## src/rtl/key_expansion_ctrl_8bit.sv

```systemverilog
// Sequencer for an 8-bit serial AES key expansion datapath: loads the key byte by byte,
// then steps the datapath mux selects through NROUNDS round keys of BYTES bytes each.
module key_expansion_ctrl_8bit #(
  parameter int NROUNDS = 10,
  parameter int BYTES   = 16
) (
  input  logic       clk,
  input  logic       rst_n,
  input  logic       start,
  input  logic       abort,
  output logic       key_ready,
  output logic       select_input,
  output logic       select_sbox,
  output logic       select_bit_out,
  output logic       select_last_out,
  output logic [7:0] rcon_en,
  output logic [3:0] rcount,
  output logic       rkey_valid,
  output logic       rkey_first,
  output logic       busy,
  output logic       done
);

  typedef enum logic [1:0] {IDLE, LOAD, ROUND, DONE} state_t;

  localparam logic [3:0] CNT_LAST = 4'(BYTES - 1);
  localparam logic [3:0] RND_LAST = 4'(NROUNDS - 1);

  state_t     state_reg, state_next;
  logic [3:0] cnt_reg, cnt_next;
  logic [3:0] rnd_reg, rnd_next;
  logic       in_round;

  always_ff @(posedge clk or negedge rst_n) begin
    if (!rst_n) begin
      state_reg <= IDLE;
      cnt_reg   <= 4'd0;
      rnd_reg   <= 4'd0;
    end else begin
      state_reg <= state_next;
      cnt_reg   <= cnt_next;
      rnd_reg   <= rnd_next;
    end
  end

  always_comb begin
    state_next = state_reg;
    cnt_next   = cnt_reg;
    rnd_next   = rnd_reg;
    case (state_reg)
      IDLE: begin
        if (start) begin
          state_next = LOAD;
          cnt_next   = 4'd0;
          rnd_next   = 4'd0;
        end
      end
      LOAD: begin
        cnt_next = cnt_reg + 4'd1;
        if (cnt_reg == CNT_LAST) begin
          state_next = ROUND;
          cnt_next   = 4'd0;
        end
      end
      ROUND: begin
        cnt_next = cnt_reg + 4'd1;
        if (cnt_reg == CNT_LAST) begin
          cnt_next = 4'd0;
          if (rnd_reg == RND_LAST) begin
            state_next = DONE;
            rnd_next   = 4'd0;
          end else begin
            rnd_next = rnd_reg + 4'd1;
          end
        end
      end
      DONE: state_next = IDLE;
      default: state_next = IDLE;
    endcase
    // abort wins over start and every transition, so done can never follow an abort
    if (abort) begin
      state_next = IDLE;
      cnt_next   = 4'd0;
      rnd_next   = 4'd0;
    end
  end

  assign in_round = (state_reg == ROUND);

  always_comb begin
    key_ready       = (state_reg == LOAD);
    busy            = (state_reg == LOAD) || in_round;
    done            = (state_reg == DONE);
    select_input    = in_round;
    rkey_valid      = in_round;
    rkey_first      = in_round && (cnt_reg == 4'd0);
    rcon_en         = (in_round && (cnt_reg == 4'd0)) ? 8'hFF : 8'h00;
    select_sbox     = !(in_round && (cnt_reg == 4'd3));
    select_last_out = !(in_round && (cnt_reg < 4'd4));
    select_bit_out  = in_round && (cnt_reg >= 4'd4);
    rcount          = in_round ? rnd_reg : 4'd0;
  end

endmodule

```

## config.mk

```make
export PLATFORM = sky130hd
export DESIGN_NAME = key_expansion_ctrl_8bit
export DESIGN_NICKNAME = d
export VERILOG_FILES = /design/src/rtl/key_expansion_ctrl_8bit.sv
export SDC_FILE = /design/constraint.sdc
export NUM_CORES = 1
export LEC_CHECK = 0
export CAP_MARGIN = 20
export CORE_UTILIZATION = 40
export DETAILED_ROUTE_END_ITERATION = 16
export GPL_TIMING_DRIVEN = 0
export PLACE_DENSITY_LB_ADDON = 0.3
export SLEW_MARGIN = 20
export SYNTH_ARGS = -nofsm -noshare
export SYNTH_HDL_FRONTEND = slang
export SYNTH_SLANG_ARGS = --single-unit
```

## constraint.sdc

```tcl
create_clock -name clk -period 4.56 [get_ports clk]
set_input_delay 0.456 -clock clk [delete_from_list [all_inputs] [get_ports clk]]
set_output_delay 0.456 -clock clk [all_outputs]
set_load 0.05 [all_outputs]
```

==> results by group <==
Logic synthesis
  • Netlist Area Pre-Place: 827 µm²
  • Cells after synthesis: 92
  • Syn nets: 104
  • Largest area contributor in the synthesized netlist: dfrtp_1
  • Compound-Gate Fraction of Synth Area: 18.2%
  • Synth cell count leaders: dfrtp_1 (10), buf_4 (9), ha_1 (8)
  • #FFs+latches synth: 10
  • Post-synthesis sequential area ratio: 30.3%
  • Most instantiated library cell after synthesis: dfrtp_1
  • Yosys top cell area share: 30.3%
  • Synth area leaders: dfrtp_1 (30%), ha_1 (12%), buf_4 (8.2%)
  • Synth Area in XOR/XNOR: 0%
  • Ys async rst share: 100%
  • Syn Area/Cell: 8.99 µm²
  • Ys flop type: dfrtp_1
  • Yosys warnings: 0
  • Post-synthesis simple-gate area fraction: 23.6%
  • Mux contribution to synthesized area: 3.63%
  • Synth Area in Adders: 12.1%
  • Largest family of logic cells by synthesized area: simple AND/OR/NAND/NOR gates
  • EDFF count, synth: 0
  • Post-synth cell types: 31

Run status
  • Outcome: completed

Place
  • Placed Instances: 142
  • Placer Congestion: 0.793
  • Place WS: 1.70 ns
  • Port Buffers: 23
  • Final HPWL from detailed placement: 1320 µm

Layout
  • # nets final: 132
  • Final Non-Filler Cells: 146
  • Final Util: 57.5%
  • Fraction of layout cells with a size suffix above 1: 16.0%
  • Diode count: 0
  • Area growth syn-to-layout: 36.3%

CTS
  • Worst skew pair latency: 0.26 ns
  • Total CTS buffers: 3
  • Clock buffer depth: 2
  • Clock tree sinks: 10
  • Root Buffer: clkbuf_4
  • Clock transition at path regs: 0.08 ns
  • CTS tree: done
  • Setup Buffers After CTS: 0
  • H-tree depth: 1
  • Post-CTS resize count: 0
  • Hold Buf Count CTS: 0

Drt
  • WL/cell: 11.6 µm
  • 1st-pass router iterations: 3
  • Detail Route Antenna Nets: 0
  • Vias: 730
  • Drt drc: 0
  • Vias per cell: 5.00
  • WL final: 1690 µm
  • 1st-iter DRT viols: 7

STA
  • Final Slew Violations: 0
  • Worst-margin pin slew: 0.516 ns
  • Part of the cycle the worst path needs: 67.8%
  • Clock skew: 0.00228 ns
  • Final setup vio count: 0
  • Rel. slew slack: 65.5%
  • Min cycle time layout: 3.09 ns
  • RSZ-0062 raised after global routing: false
  • FMAX: 323 MHz
  • PnR worst setup slack: 1.47 ns
  • TNS Setup: 0 ns
  • Final hold vios: 0

GRT
  • Number of global-route vias before repair: 621
  • GRT Util Overall: 17.3%
  • Initial antenna violation count: 0
  • Remaining Overflow, GRT: 0
  • First-pass GRT wire length: 2730 µm
  • Largest net degree at the start of global routing: 13

Critical path
  • Critical path fanouts, max: 12
  • Critical path class: reg -> out
  • CP required: 4.10 ns
  • Worst Reg-to-Reg Cells: 6
  • Critical Path Max Stage Delay: 0.80 ns
  • Critical Path AT: 2.64 ns
  • Crit-path cells: inv_1 -> ha_1 -> and3_1 -> buf_4 -> clkdlybuf4s50_1
  • Worst setup EP type: output port
  • Setup crit start kind: flop
  • Critical Path Slowest Stage Cell: clkdlybuf4s50_1

Power
  • Overall power: 721 µW
  • PwrDens: 640 nW/µm²
  • VDD IR max: 0.360 mV
  • P_leak: 0.000504 µW

Min path
  • Hold depth: 2
  • Worst hold path type: in -> reg

Floorplanning
  • Die X-Extent: 47.5 µm
  • Die extent in y: 47.5 µm
  • Total die area: 2250 µm²
  • Rows: 16
  • Initial Util: 42.2%
  • Area of the core: 1960 µm²
  • IO Count: 25

Flow run
  • Max Cap Viol: 0
==> worst paths after layout <==
check | from | endpoint | slack [ns]
setup / recovery | state_reg[0] | rcon_en[5] | 1.47
hold / removal | abort | cnt_reg[1] | 0.38
setup reg to reg | state_reg[0] | cnt_reg[2] | 2.77
hold reg to reg | rnd_reg[3] | rnd_reg[3] | 0.50
max in group asynchronous | rst_n | state_reg[0] | 3.73
min in group asynchronous | rst_n | cnt_reg[3] | 0.51
==> placed cells by master, fill, tap and decap left out, drive strengths merged, types with 2 or more instances in the layout <==
master          n
mux2            2
nor2            6
nand3           5
and2            4
nand2           3
buf            10
dfrtp          10
o31ai           5
a22o            2
o21ai           6
inv             6
clkbuf          4
clkdlybuf4s50  23
ha              8
nand2b          4
a21oi           4
nor2b           3
and3            2
==> worst max-delay path: cells and delay by family (launching register included) <==
family | cells | cell delay (ns)
buffers and inverters | 3 | 1.11
adders and majority gates | 1 | 0.44
DFF | 1 | 0.42
and+or+nand+nor | 1 | 0.40
==> metal layers <==
metal / GRT usage (%) / wire, µm
met3: 4.53 / 72
met1: 23.5 / 799
met2: 27.9 / 807
met5: 0 / 0
met4: 3.43 / 11
==> per-stage QoR <==
step           area [µm²]  hold slack (ns)
6_report             1130            0.385
5_1_grt              1130            0.392
4_1_cts              1130            0.387
3_5_place_dp         1090            0.496
3_3_place_gp         1090            0.483
2_1_floorplan         827            0.160
==> report_power, final <==
part,total (µW),internal [µW],switching [µW]
Sequential,115,102,13.1
Clock,82.3,48.4,33.9
Combinational,524,196,327
==> cells by family after synthesis <==
family	Yosys count
and+or+nand+nor	34
AOI/OAI and AO/OA	22
buffers and inverters	16
DFF	10
adders and majority gates	8
muxes	2
==> cell type report <==
cell class,count,area (µm²)
fillers,195,835
multi-input cells,66,475
flip-flops and latches,10,250
repair buffers,23,230
plain buffers,10,78.8
clock buffers,4,36.3
well taps,27,33.8
inverters,6,22.5
Power figures use the tool's default switching activity.
